`config.mk`:
```
export PLATFORM = sky130hd
export DESIGN_NAME = crc8_frame_engine_flat
export DESIGN_NICKNAME = d
export VERILOG_FILES = /design/src/rtl/crc8_frame_engine_if.sv /design/src/rtl/crc8_frame_engine.sv /design/src/flat_wrapper.sv
export SDC_FILE = /design/constraint.sdc
export NUM_CORES = 1
export LEC_CHECK = 0
export ABC_AREA = 1
export ABC_CLOCK_PERIOD_IN_PS = 11700
export BUFFER_PORTS_ARGS = -buffer_cell sky130_fd_sc_hd__buf_2
export CAP_MARGIN = 20
export CORE_MARGIN = 2
export CORE_UTILIZATION = 30
export DETAILED_ROUTE_END_ITERATION = 12
export SETUP_SLACK_MARGIN = 0.3
export SLEW_MARGIN = 5
export SYNTH_ARGS = -nofsm -noshare
export SYNTH_HDL_FRONTEND = slang
export SYNTH_SLANG_ARGS = --single-unit
```
`constraint.sdc`:
```
create_clock -name clk -period 11.7 [get_ports clk]
set_clock_uncertainty 0.05 [all_clocks]
set_input_delay 1.755 -clock clk [delete_from_list [all_inputs] [get_ports clk]]
set_output_delay 1.755 -clock clk [all_outputs]
set_load 0.05 [all_outputs]
```
`src/rtl/crc8_frame_engine_if.sv`:
```
`default_nettype none
// ============================================================================
//  Module      : crc8_frame_engine_if
//  Description : Word-stream bundle for the CRC-8 frame engine. It carries the
//                inbound data word with its framing flags and the outbound
//                registered word.
//  Revision    : 1.0 - initial release
// ============================================================================
interface crc8_frame_engine_if #(
    parameter int WORDWIDTH = 40
) ();
    logic [WORDWIDTH-1:0] din;
    logic                 din_valid;
    logic                 sof;
    logic                 eof;
    logic [WORDWIDTH-1:0] dout;
    logic                 dout_valid;

    // Frame builder side: drives words, receives the processed stream
    modport master (
        output din, din_valid, sof, eof,
        input  dout, dout_valid
    );

    // Engine side
    modport slave (
        input  din, din_valid, sof, eof,
        output dout, dout_valid
    );
endinterface
`default_nettype wire

```
`src/rtl/crc8_frame_engine.sv`:
```
`default_nettype none
// ============================================================================
//  Module      : crc8_frame_engine
//  Description : CRC-8 accumulator across multi-word frames. Check mode
//                verifies the CRC byte in the eof word. Generate mode
//                replaces that byte with the computed CRC.
//  Revision    : 1.0 - initial release
// ============================================================================
module crc8_frame_engine #(
    parameter int         WORDWIDTH   = 40,
    parameter logic [7:0] POLY        = 8'h2F,
    parameter logic [7:0] INIT        = 8'h00,
    parameter int         ERRCNTWIDTH = 16,
    parameter int         FRMCNTWIDTH = 16
) (
    input  wire logic                   clk,
    input  wire logic                   reset,
    input  wire logic                   dis,
    input  wire logic                   mode,
    input  wire logic                   err_clr,
    crc8_frame_engine_if.slave          bus,
    output logic [7:0]                  crc_out,
    output logic                        frame_done,
    output logic                        crc_err,
    output logic                        abort,
    output logic                        orphan,
    output logic [ERRCNTWIDTH-1:0]      err_cnt,
    output logic [FRMCNTWIDTH-1:0]      frm_cnt
);

    localparam logic [0:0] S_IDLE     = 1'b0;
    localparam logic [0:0] S_IN_FRAME = 1'b1;

    logic [0:0]             r_state;
    logic [0:0]             w_state_next;
    logic [7:0]             r_crc;
    logic                   r_mode;
    logic [WORDWIDTH-1:0]   r_dout;
    logic                   r_dout_valid;
    logic [7:0]             r_crc_out;
    logic                   r_frame_done;
    logic                   r_crc_err;
    logic                   r_abort;
    logic                   r_orphan;
    logic [ERRCNTWIDTH-1:0] r_err_cnt;
    logic [FRMCNTWIDTH-1:0] r_frm_cnt;

    logic                   w_accept;
    logic                   w_fwd;
    logic                   w_orphan;
    logic                   w_abort;
    logic                   w_done;
    logic                   w_mode;
    logic                   w_crc_err;
    logic [7:0]             w_crc_data;
    logic [7:0]             w_crc_full;

    // One MSB-first LFSR step; x^8 term is implicit in the shift-out
    function automatic logic [7:0] crc_step(input logic [7:0] c, input logic b);
        crc_step = {c[6:0], 1'b0} ^ ((c[7] ^ b) ? POLY : 8'h00);
    endfunction

    // CRC over the data field, then continued through the CRC byte; a correct
    // trailing byte drives the continued value (the residue) to zero
    always_comb begin
        w_crc_data = bus.sof ? INIT : r_crc;
        for (int i = WORDWIDTH-1; i >= 8; i--) begin
            w_crc_data = crc_step(w_crc_data, bus.din[i]);
        end
        w_crc_full = w_crc_data;
        for (int i = 7; i >= 0; i--) begin
            w_crc_full = crc_step(w_crc_full, bus.din[i]);
        end
    end

    // FSM state register
    always_ff @(posedge clk or posedge reset) begin
        if (reset) begin
            r_state <= S_IDLE;
        end else begin
            r_state <= w_state_next;
        end
    end

    // FSM next state: any forwarded word opens a frame unless it also closes it
    always_comb begin
        w_state_next = r_state;
        if (w_fwd) begin
            w_state_next = bus.eof ? S_IDLE : S_IN_FRAME;
        end
    end

    // FSM output decode: per-word event strobes
    always_comb begin
        w_accept  = bus.din_valid & ~dis;
        w_orphan  = w_accept & ~bus.sof & (r_state == S_IDLE);
        w_fwd     = w_accept & ~w_orphan;
        w_abort   = w_accept & bus.sof & (r_state == S_IN_FRAME);
        w_done    = w_fwd & bus.eof;
        // A sof word uses the live mode; later words use the one latched at sof
        w_mode    = bus.sof ? mode : r_mode;
        w_crc_err = w_done & ~w_mode & (w_crc_full != 8'h00);
    end

    // Datapath, pulse and counter registers; dis freezes all of them
    always_ff @(posedge clk or posedge reset) begin
        if (reset) begin
            r_crc        <= INIT;
            r_mode       <= 1'b0;
            r_dout       <= '0;
            r_dout_valid <= 1'b0;
            r_crc_out    <= 8'h00;
            r_frame_done <= 1'b0;
            r_crc_err    <= 1'b0;
            r_abort      <= 1'b0;
            r_orphan     <= 1'b0;
            r_err_cnt    <= '0;
            r_frm_cnt    <= '0;
        end else if (!dis) begin
            r_dout_valid <= w_fwd;
            r_frame_done <= w_done;
            r_crc_err    <= w_crc_err;
            r_abort      <= w_abort;
            r_orphan     <= w_orphan;
            if (w_fwd) begin
                if (w_done && w_mode) begin
                    r_dout <= {bus.din[WORDWIDTH-1:8], w_crc_data};
                end else begin
                    r_dout <= bus.din;
                end
                if (bus.sof) begin
                    r_mode <= mode;
                end
                r_crc <= bus.eof ? INIT : w_crc_full;
            end
            if (w_done) begin
                r_crc_out <= w_crc_data;
            end
            if (err_clr) begin
                r_err_cnt <= '0;
            end else if ((w_crc_err || w_abort) && (r_err_cnt != '1)) begin
                r_err_cnt <= r_err_cnt + 1'b1;
            end
            if (w_done && !w_crc_err) begin
                r_frm_cnt <= r_frm_cnt + 1'b1;
            end
        end
    end

    assign bus.dout       = r_dout;
    assign bus.dout_valid = r_dout_valid;
    assign crc_out        = r_crc_out;
    assign frame_done     = r_frame_done;
    assign crc_err        = r_crc_err;
    assign abort          = r_abort;
    assign orphan         = r_orphan;
    assign err_cnt        = r_err_cnt;
    assign frm_cnt        = r_frm_cnt;

endmodule
`default_nettype wire

```
`src/flat_wrapper.sv`:
```
// flat-port wrapper written by rule: the top's interface ports become plain ports
module crc8_frame_engine_flat 
#(
    parameter int         WORDWIDTH   = 40,
    parameter logic [7:0] POLY        = 8'h2F,
    parameter logic [7:0] INIT        = 8'h00,
    parameter int         ERRCNTWIDTH = 16,
    parameter int         FRMCNTWIDTH = 16
)
  (clk, reset, dis, mode, err_clr, crc_out, frame_done, crc_err, abort, orphan, err_cnt, frm_cnt, bus_din, bus_din_valid, bus_sof, bus_eof, bus_dout, bus_dout_valid);
  crc8_frame_engine_if #(.WORDWIDTH(WORDWIDTH)) bus_i ();
  input  wire logic clk;
  input  wire logic reset;
  input  wire logic dis;
  input  wire logic mode;
  input  wire logic err_clr;
  output logic [7:0] crc_out;
  output logic frame_done;
  output logic crc_err;
  output logic abort;
  output logic orphan;
  output logic [ERRCNTWIDTH-1:0] err_cnt;
  output logic [FRMCNTWIDTH-1:0] frm_cnt;
  input wire logic [$bits(bus_i.din)-1:0] bus_din;
  input wire logic [$bits(bus_i.din_valid)-1:0] bus_din_valid;
  input wire logic [$bits(bus_i.sof)-1:0] bus_sof;
  input wire logic [$bits(bus_i.eof)-1:0] bus_eof;
  output wire logic [$bits(bus_i.dout)-1:0] bus_dout;
  output wire logic [$bits(bus_i.dout_valid)-1:0] bus_dout_valid;
  assign bus_i.din = bus_din;
  assign bus_i.din_valid = bus_din_valid;
  assign bus_i.sof = bus_sof;
  assign bus_i.eof = bus_eof;
  assign bus_dout = bus_i.dout;
  assign bus_dout_valid = bus_i.dout_valid;
  crc8_frame_engine #(.WORDWIDTH(WORDWIDTH), .POLY(POLY), .INIT(INIT), .ERRCNTWIDTH(ERRCNTWIDTH), .FRMCNTWIDTH(FRMCNTWIDTH)) u_core (.clk(clk), .reset(reset), .dis(dis), .mode(mode), .err_clr(err_clr), .bus(bus_i), .crc_out(crc_out), .frame_done(frame_done), .crc_err(crc_err), .abort(abort), .orphan(orphan), .err_cnt(err_cnt), .frm_cnt(frm_cnt));
endmodule
```
After elaboration in Yosys (flattened, before gate mapping)

Index checks and enable logic that the tools add are counted.

Output and inout bits: 85
Bits in registers: 95
Logic and storage cells: 167
Input port bits: 48

Add/sub/neg operators: 2
Reduce and logical (&&, ||, !) cells: 11
Equal/unequal tests: 1
Bitwise gates (word level): 94
Multiplexer cells: 47

Operator list:

| kind                                                            | count |
|---|---|
| 8-bit bitwise XOR                                               | 40 |
| 6-bit two-way mux                                               | 40 |
| 1-bit bitwise XOR                                               | 40 |
| 16-bit by 1-bit adder with 16-bit output, second input constant | 2 |
| 16-bit two-way mux                                              | 2 |
| 8-bit two-way mux                                               | 3 |
| 16-bit != test, second input constant                           | 1 |
| 1-bit bitwise AND                                               | 9 |
| 2-bit AND reduction                                             | 4 |
| 8-bit nonzero test                                              | 1 |
| 1-bit inverter                                                  | 5 |
| 1-bit logical AND                                               | 3 |
| 1-bit two-way mux                                               | 2 |
| 2-bit nonzero test                                              | 1 |
| 1-bit logical NOT                                               | 1 |
| 1-bit logical OR                                                | 1 |

Logic depth before layout (Yosys ltp)

Gate-level depths: netlist (run 1).

Depth after elaboration: 127
Gate-level depth with buffers: 64
Mapped depth without buffers: 62

Least setup slack after synthesis (run 1)

No wires, ideal clock.

Path kind: input port to flip-flop
Start: input bus_sof
End: register u_core.r_err_cnt[8] (netlist: u_core.err_cnt[8])
Data arrival time: 6344 ps
Path buffers: 2
Library setup time: 119 ps
Data required time: 11531 ps
Cell stages on the path: 59
Setup slack: 5187 ps
Path through: inv_2 -> buf_6 -> nand3_2 -> nand2_4 -> inv_2 -> nand2_1 -> nand2_2 -> nand2_1 -> nand2_1 -> nand2_2 -> nand2_4 -> nand2_1 -> nand2_1 -> nand2_4 -> nand2_4 -> nand2_2 -> nand3_2 -> nand2_4 -> [... 23 more ...] -> nand2_1 -> nand2_2 -> nand2_4 -> nand2_1 -> nand3_1 -> nand2_2 -> ha_1 -> nand3_1 -> nor2_1 -> nand2_1 -> nand2_2 -> nand2_1 -> nand2_2 -> nand2_4 -> nand2_4 -> buf_8 -> nand2_2 -> nand2_1

Longest elaborated chain between the ends: 75
Elaborated cells on any way between the ends: 138
Those cells by class: mux: 42; bitwise: 91; reduce/logical: 5

Ends and longest elaborated chain:

| element                         | line                     | source |
|---|---|---|
| start, declared                 | flat_wrapper.sv:26       | `input wire logic [$bits(bus_i.sof)-1:0] bus_sof;` |
| 8-bit two-way mux               | crc8_frame_engine.sv:66  | `w_crc_data = bus.sof ? INIT : r_crc;` |
| 1-bit bitwise XOR               | crc8_frame_engine.sv:60  | `crc_step = {c[6:0], 1'b0} ^ ((c[7] ^ b) ? POLY : 8'h00);` |
| 6-bit two-way mux               | crc8_frame_engine.sv:60  |  |
| 8-bit bitwise XOR (3 in a row)  | crc8_frame_engine.sv:60  |  |
| 1-bit bitwise XOR               | crc8_frame_engine.sv:60  |  |
| 6-bit two-way mux               | crc8_frame_engine.sv:60  |  |
| 8-bit bitwise XOR (3 in a row)  | crc8_frame_engine.sv:60  |  |
| 1-bit bitwise XOR               | crc8_frame_engine.sv:60  |  |
| [... 55 more ...]               | -                        |  |
| 6-bit two-way mux               | crc8_frame_engine.sv:60  |  |
| 8-bit bitwise XOR               | crc8_frame_engine.sv:60  |  |
| 8-bit nonzero test              | crc8_frame_engine.sv:102 | `w_crc_err = w_done & ~w_mode & (w_crc_full != 8'h00);` |
| 1-bit bitwise AND               | crc8_frame_engine.sv:102 |  |
| 1-bit logical OR *              | crc8_frame_engine.sv:141 | `end else if ((w_crc_err \|\| w_abort) && (r_err_cnt != '1)) begin` |
| 1-bit logical AND *             | crc8_frame_engine.sv:141 |  |
| 2-bit nonzero test (no line) *  | -                        |  |
| 2-bit AND reduction (no line) * | -                        |  |
| end signal, assigned            | crc8_frame_engine.sv:142 | `r_err_cnt <= r_err_cnt + 1'b1;` |
| end, declared                   | crc8_frame_engine.sv:45  | `logic [ERRCNTWIDTH-1:0] r_err_cnt;` |

Mark *: on every way between the ends. The rest lies on a longest branch, timed or not.
A chain may end at the register's enable or synchronous reset.

Worst setup path after layout (run 1)

Start: input bus_sof
End: register u_core.r_err_cnt[10] (netlist: u_core.err_cnt[10])

Same word-level chain as after synthesis.

==> impl_metrics.yaml, run 1 <==
drt:
  wirelength_um: 20800
  via_count: 7356
  drc: 0
  dr.pass1.iters: 7
  wl_per_cell_um: 12.9
  ant_nets: 0
  drt_iter0_drc: 523
  via_per_inst: 4.57
clocking:
  htree_levels: 3
  cts_tree: "built"
  cts_made_buffers: 9
  clk_path_buf_depth: 2
  clock-root-buffer: "clkbuf_16"
  cts_setup_buffers: 0
  hold_buffers: 0
  clock-sinks: 95
  insertion_delay_ns: 0.36
  clkSlewWorstSetupHoldPaths_ns: 0.08
  cts.repair.resized: 0
critical_path:
  critical_path.max_stage_delay_ns: 0.21
  critical_path_class: "input pin to register"
  crit_top_cell: "nand2_1"
  cp-end-kind: "register"
  cp.required_ns: 11.91
  worstSetupStartpointType: "input pin"
  crit_start: "bus_sof"
  crit_slowest_cell: "nand3_1"
  crit_arrival_ns: 7.57
  crit_path_max_fanout: 17
  rr_startpoint: "u_core.r_crc[7]"
floorplan:
  die_y_um: 162
  die_area_sq_um: 26300
  die_w_um: 162
  rows: 57
  coreArea_sq_um: 24500
  start_util_pct: 30.7
  io_pins: 133
sta:
  hold_viol: 0
  max-slew-margin-rel_pct: 50.5
  rsz0062_at_grt: "no"
  worstMarginPinSlew_ns: 0.743
  tns_ns: 0
  clock.fmax_mhz: 136
  fin_crit_sh_pct: 62.9
  finalSetupViolCount: 0
  final.min_clock_period_ns: 7.36
  slew_violations: 0
yosys:
  ys_seq_elements: 95
  synth_cell_types: 35
  synth_area_per_cell_sq_um: 6.51
  synthCells: 1153
  synth_warnings: 0
  mappedNetlistArea_sq_um: 7510
  synth_seq_area_share_pct: 31.7
  syn_nets: 1204
global_routing:
  grt_max_degree: 80
  antenna_found_initial: 0
  grt_pass1_vias: 6768
  grt_pass1_wl_um: 34100
  grt.overflow.total: 0
  grtUsageTotal_pct: 16.1
finish:
  nets: 1331
  antenna_cells: 0
  drive_above_1_share_pct: 23.1
  area_delta_synth_final_pct: 17.4
min_path:
  hp-class: "register to register"
  holdCritStartpoint: "u_core.crc_out[6]"
run_status:
  outcome: "completed"
run:
  maxCapViolCount: 0
place:
  port_buffers: 132
  dp_hpwl_um: 16400
  gp_congestion: 0.851
==> cell usage in the layout, fill, tap and decap left out, types with 13 or more instances in the layout <==
| cell | count |
|---|---|
| nand2_1 | 425 |
| nand2_4 | 15 |
| o21ai_0 | 54 |
| nand2_2 | 82 |
| xor2_1 | 25 |
| dfrtp_1 | 95 |
| inv_2 | 22 |
| buf_2 | 132 |
| nand3_2 | 13 |
| inv_1 | 118 |
| nand3_1 | 166 |
| nor2_1 | 43 |
==> cell usage after synthesis, drive strengths merged <==
library cell / count / share of area [%]
nand2: 522 / 30
nand3: 179 / 13
inv: 141 / 7.0
dfrtp: 95 / 32
o21ai: 54 / 3.6
nor2: 51 / 2.8
xor2: 29 / 3.8
a21oi: 12 / 0.80
clkbuf: 11 / 0.55
nand4: 10 / 0.83
nor3: 10 / 0.67
xnor2: 7 / 0.92
buf: 6 / 0.72
nand3b: 5 / 0.50
xnor3: 4 / 1.2
ha: 3 / 0.50
nor3b: 3 / 0.30
nor4: 3 / 0.25
a22o: 2 / 0.23
o22ai: 2 / 0.17
a211oi: 1 / 0.10
clkinv: 1 / 0.050
dlygate4sd3: 1 / 0.13
or2: 1 / 0.083
==> final timing paths <==
path,to,slack (ns),cells after the start
max,u_core.err_cnt[10],4.34,56
min,u_core.crc_out[6],0.43,2
max reg2reg,u_core.err_cnt[10],5.67,54
min reg2reg,u_core.crc_out[6],0.43,2
max in group asynchronous,u_core.bus.dout[23],9.09,3
min in group asynchronous,u_core.frm_cnt[15],1.40,2
==> registers in the layout (all words and copies together), names as in the netlist <==
name / cells
u_core.abort: 1
u_core.bus.dout: 40
u_core.bus.dout_valid: 1
u_core.crc_err: 1
u_core.crc_out: 8
u_core.err_cnt: 16
u_core.frame_done: 1
u_core.frm_cnt: 16
u_core.orphan: 1
u_core.r_crc: 8
u_core.r_mode: 1
u_core.r_state: 1
==> cell type report <==
| type | instances | area, sq um |
|---|---|---|
| Clock buffer | 9 | 225 |
| Clock inverter | 7 | 97.6 |
| Fill cell | 2641 | 15700 |
| Inverter | 142 | 536 |
| Multi-Input combinational cell | 898 | 4500 |
| Sequential cell | 95 | 2380 |
| Tap cell | 324 | 405 |
| Timing Repair Buffer | 134 | 676 |
==> logic make-up after synthesis <==
| group | after synthesis | share of synthesized area [%] |
|---|---|---|
| simple gates | 784 | 48.5 |
| buf+inv | 160 | 8.50 |
| flops | 95 | 31.7 |
| compound gates | 71 | 4.90 |
| xor+xnor | 40 | 5.90 |
| fa+ha+maj | 3 | 0.500 |
==> through the flow <==
stage          instances  setup WS, ns  cell area (sq um)  hold WS [ns]  utilization (%)
6_report            1609          4.34               8810         0.429             36.0
5_1_grt             1609          3.55               8810         0.463             36.0
4_1_cts             1609          4.32               8810         0.437             36.0
3_5_place_dp        1593          3.96               8490         0.417             34.7
3_3_place_gp        1593          4.00               8490         0.411             34.7
2_1_floorplan       1153          5.19               7510         0.398                -
==> metal layers <==
metal / vias up / GRT usage (%) / routed length (um)
met5: - / 0 / 0
met4: 0 / 2.86 / 155
met3: 13 / 2.91 / 978
met2: 171 / 25.8 / 9200
met1: 3264 / 22.9 / 10500
li1: 3908 / - / -
==> critical path: cells and delay by family <==
kind | cells | cell delay [ns]
adders and majority gates | 1 | 0.20
buffers and inverters | 6 | 0.53
and+or+nand+nor | 49 | 5.04
Power of run 1 is left out: the tool's default activity adds up to more than one toggle a clock period on the data nets, which glitch-free logic cannot reach.
==> inputs of run 2 (changes only) <==
- ABC_CLOCK_PERIOD_IN_PS: 11700 -> 7100
- clock period: 11.7 -> 7.1 ns (I/O delays scaled with it)
==> run 2 against run 1 <==
  * Clock-buffer cell count did not move
  * Worst setup slack got worse by 3.5 ns
  * Cell count is 1.9% higher
  * Critical path depth is 1 higher
  * Sequential cell count did not move
  * Routed wire length up 4.6%
  * Die area unchanged
  * Final area increased by 6.6%
  * Utilization is 2.4 points higher
  * Largest cell class unchanged
==> impl_metrics.yaml, run 2 (synthesized netlist as in run 1, its figures left out) <==
critical_path:
  path_delay_family: "simple AND/OR/NAND/NOR gates"
  critical_path.max_stage_delay_ns: 0.18
  crit_arrival_ns: 6.50
  worstSetupStartpointType: "input pin"
  cp.required_ns: 7.30
  crit_top_cell: "nand2_2"
  crit_buf_inv: 7
  critical_path_class: "input pin to register"
  cp-end-kind: "register"
  crit_slowest_cell: "xnor2_4"
  crit_path_max_fanout: 8
drt:
  via_per_inst: 4.70
  drt_iter0_drc: 652
  ant_nets: 0
  wl_per_cell_um: 13.3
  drc: 0
  wirelength_um: 21800
  dr.pass1.iters: 5
  via_count: 7702
clocking:
  clock-root-buffer: "clkbuf_16"
  cts_tree: "built"
  cts_made_buffers: 9
  clk_path_buf_depth: 2
  clock-sinks: 95
  insertion_delay_ns: 0.36
  clkSlewWorstSetupHoldPaths_ns: 0.08
  htree_levels: 3
floorplan:
  start_util_pct: 30.7
  die_y_um: 162
  coreArea_sq_um: 24500
  rows: 57
  io_pins: 133
  die_area_sq_um: 26300
  die_w_um: 162
place:
  port_buffers: 132
  dp_slack_ns: 0.103
  dp_hpwl_um: 16600
  gp_congestion: 0.859
finish:
  final_common_cell: "nand2_1"
  area_delta_synth_final_pct: 25.1
  drive_above_1_share_pct: 30.1
  largest_register_ffs: 40
  nets: 1362
  final_cell_mix: "nand2_1 (381), nand3_1 (146), buf_2 (131)"
  multi_input_area_sq_um: 4850
  fillers: 2603
  fin_util_pct: 38.4
  antenna_cells: 0
  regArea_sq_um: 2380
sta:
  final.min_clock_period_ns: 6.30
  setup_ws_ns: 0.804
  max-slew-margin-rel_pct: 51.9
  hold_viol: 0
  slew_violations: 0
  worstMarginPinSlew_ns: 0.722
  rsz0062_at_grt: "no"
  fin_crit_sh_pct: 88.7
  finalSetupViolCount: 0
  clock.fmax_mhz: 159
  tns_ns: 0
global_routing:
  grt.overflow.total: 0
  grt_util_met2_pct: 25.7
  antenna_found_initial: 0
  grt_pass1_vias: 6824
  grt_use_met3_pct: 3.09
  grt_max_degree: 80
  grt_pass1_wl_um: 33900
  grtUsageTotal_pct: 16.0
  top_usage_layer: "met2"
  met1_usage_pct: 22.5
run_status:
  outcome: "completed"
run:
  maxCapViolCount: 0
min_path:
  hp-class: "register to register"
-- run 2: worst min-delay path, cell delays in order, from the launching register on --
cell and delay, ns:
dfrtp_1 0.34, nand2_1 0.06, nand2_1 0.05
-- run 2: path summary, 6_finish.rpt --
kind,startpoint,end,slack (ns),depth (start not counted)
worst max-delay path,bus_sof,u_core.err_cnt[8],0.80,57
worst min-delay path,u_core.crc_out[7],u_core.crc_out[7],0.43,2
worst max register to register,u_core.r_crc[5],u_core.err_cnt[8],1.28,58
worst min register to register,u_core.crc_out[7],u_core.crc_out[7],0.43,2
max in group asynchronous,reset,u_core.bus.dout[23],5.21,3
min in group asynchronous,reset,u_core.frm_cnt[13],0.72,2
-- run 2: cell type report --
type                    instances  area share (%)
flip-flops and latches         95            25.3
repair inverters                1          0.0666
well taps                     324            4.31
repair buffers                163            9.71
multi-input cells             899            51.6
clock inverters                 7           0.812
clock buffers                   9            2.40
inverters                     142            5.75
-- run 2: timing repair --
item | CTS | global route
gates resized for setup | 0 | 93
endpoints found under the hold margin | 0 | 0
hold buffers | 0 | 0
setup endpoints to repair | 0 | 33
setup buffers | 0 | 28
-- run 2: metal layers --
metal,part of all wire (%),vias to the layer above
met4,0.76,0
met2,45,181
met5,0,-
met3,4.9,16
li1,-,3963
met1,49,3542
-- run 2: stage by stage --
step / std cells / instance area [sq um] / hold slack (ns)
CTS: 1610 / 8800 / 0.433
global route: 1640 / 9400 / 0.461
floorplan: 1153 / 7510 / 0.398
finish: 1640 / 9400 / 0.430
global placement: 1594 / 8500 / 0.409
detailed placement: 1594 / 8500 / 0.414
Power of run 2 is left out for the same reason.
==> inputs of run 3 (changes only) <==
- ABC_CLOCK_PERIOD_IN_PS: 7100 -> 5650
- clock period: 7.1 -> 5.65 ns (I/O delays scaled with it)
==> run 3 against run 2 <==
  * The flow now finishes with violations (setup timing)
  * Cell count grew 5.2%
  * First-iteration DRC count fell by 35%
  * Global-route usage rose by 1.5 points
  * Non-clock buffer count is 87 higher
  * Via count increased by 6.8%
  * Routed wire length is 13% higher
  * Sequential share of layout area fell by 5.5 points
  * Die area is the same
  * Critical path type unchanged
  * Highest routed layer unchanged
==> impl_metrics.yaml, run 3 (synthesized netlist as in run 1, its figures left out) <==
critical_path:
  critical_path_class: "input pin to register"
  cp-end-kind: "register"
  cp.required_ns: 5.87
  crit_buf_inv: 10
  critical_path.max_stage_delay_ns: 0.44
  crit_arrival_ns: 6.27
  path_delay_family: "simple AND/OR/NAND/NOR gates"
  worstSetupStartpointType: "input pin"
  crit_slowest_cell: "xnor3_1"
  crit_path_max_fanout: 8
  crit_top_cell: "nand2_4"
global_routing:
  grt_max_degree: 80
  grt.overflow.total: 0
  antenna_found_initial: 0
  grt_pass1_vias: 7607
  grt_pass1_wl_um: 37500
  grtUsageTotal_pct: 17.5
sta:
  worstMarginPinSlew_ns: 0.875
  fin_crit_sh_pct: 107
  fin_hold_ws_ns: 0.424
  rsz0062_at_grt: "yes"
  slew_violations: 0
  clock.fmax_mhz: 165
  hold_viol: 0
  final.min_clock_period_ns: 6.05
  max-slew-margin-rel_pct: 41.3
  setup_ws_ns: -0.396
  finalSetupViolCount: 32
finish:
  drive_above_1_share_pct: 50.4
  largest_register_ffs: 40
  final_cell_mix: "nand2_1 (262), nand2_2 (133), buf_2 (131)"
  area_delta_synth_final_pct: 59.5
  final_common_cell: "nand2_1"
  nets: 1448
  final_area_sq_um: 12000
  fillers: 2276
  antenna_cells: 0
clocking:
  clock-root-buffer: "clkbuf_16"
  clkSlewWorstSetupHoldPaths_ns: 0.07
  htree_levels: 3
  insertion_delay_ns: 0.35
  cts_tree: "built"
  hold_buffers: 0
  cts_made_buffers: 9
  clk_path_buf_depth: 2
  clock-sinks: 95
drt:
  wirelength_um: 24700
  via_per_inst: 4.77
  drt_iter0_drc: 426
  dr.pass1.iters: 7
  wl_per_cell_um: 14.3
  drc: 0
  via_count: 8226
  ant_nets: 0
place:
  place_area_sq_um: 9280
  dp_hpwl_um: 17300
  port_buffers: 132
  gp_congestion: 0.912
  dp_slack_ns: -0.804
floorplan:
  die_y_um: 162
  die_w_um: 162
  start_util_pct: 30.7
  coreArea_sq_um: 24500
  rows: 57
  die_area_sq_um: 26300
  io_pins: 133
run_status:
  outcome: "complete, but fails checks"
  violations: "setup timing"
run:
  maxCapViolCount: 0
min_path:
  hp-class: "register to register"
## run 3: path summary, 6_finish.rpt
check,start,to,slack [ns],depth (start not counted)
max reg2reg,u_core.r_crc[5],u_core.frm_cnt[12],-0.18,49
min in group asynchronous,reset,u_core.frm_cnt[3],0.53,2
min reg2reg,u_core.bus.dout[5],u_core.bus.dout[5],0.42,2
max,bus_sof,u_core.frm_cnt[12],-0.40,51
min,u_core.bus.dout[5],u_core.bus.dout[5],0.42,2
max in group asynchronous,reset,u_core.r_crc[5],3.86,3
## run 3: stage by stage
step | std cells | setup TNS (ns) | util [%]
6_report | 1726 | -10.75 | 49.0
5_1_grt | 1726 | -21.08 | 49.0
4_1_cts | 1701 | -7.37 | 41.7
3_3_place_gp | 1674 | -22.28 | 37.9
3_5_place_dp | 1674 | -25.52 | 37.9
2_1_floorplan | 1153 | 0 | -
## run 3: timing repair
| action | CTS | global route |
|---|---|---|
| cloned | 0 | 2 |
| buffers inserted | 11 | 23 |
| pin swaps | 61 | 107 |
| setup endpoints to repair | 38 | 42 |
| resized for setup | 113 | 362 |
## run 3: metal layers
layer | track usage (%) | vias up | wire length, um
li1 | - | 4144 | -
met1 | 23.0 | 3879 | 10800
met2 | 29.5 | 152 | 12500
met3 | 2.81 | 51 | 777
met4 | 5.35 | 0 | 656
met5 | 0 | - | 0
## run 3: cell type report
cell class	count	area (sq um)	share of cell area (%)
Clock buffer	10	239	2.00
Clock inverter	6	92.6	0.773
Inverter	142	588	4.91
Multi-Input combinational cell	899	6590	55.0
Sequential cell	95	2380	19.8
Tap cell	324	405	3.38
Timing Repair Buffer	250	1680	14.1
## run 3: tightest hold or removal path: stages, from the launching register on
cell	delay [ns]
dfrtp_1	0.34
a21oi_1	0.06
inv_1	0.05
Power of run 3 is left out for the same reason.
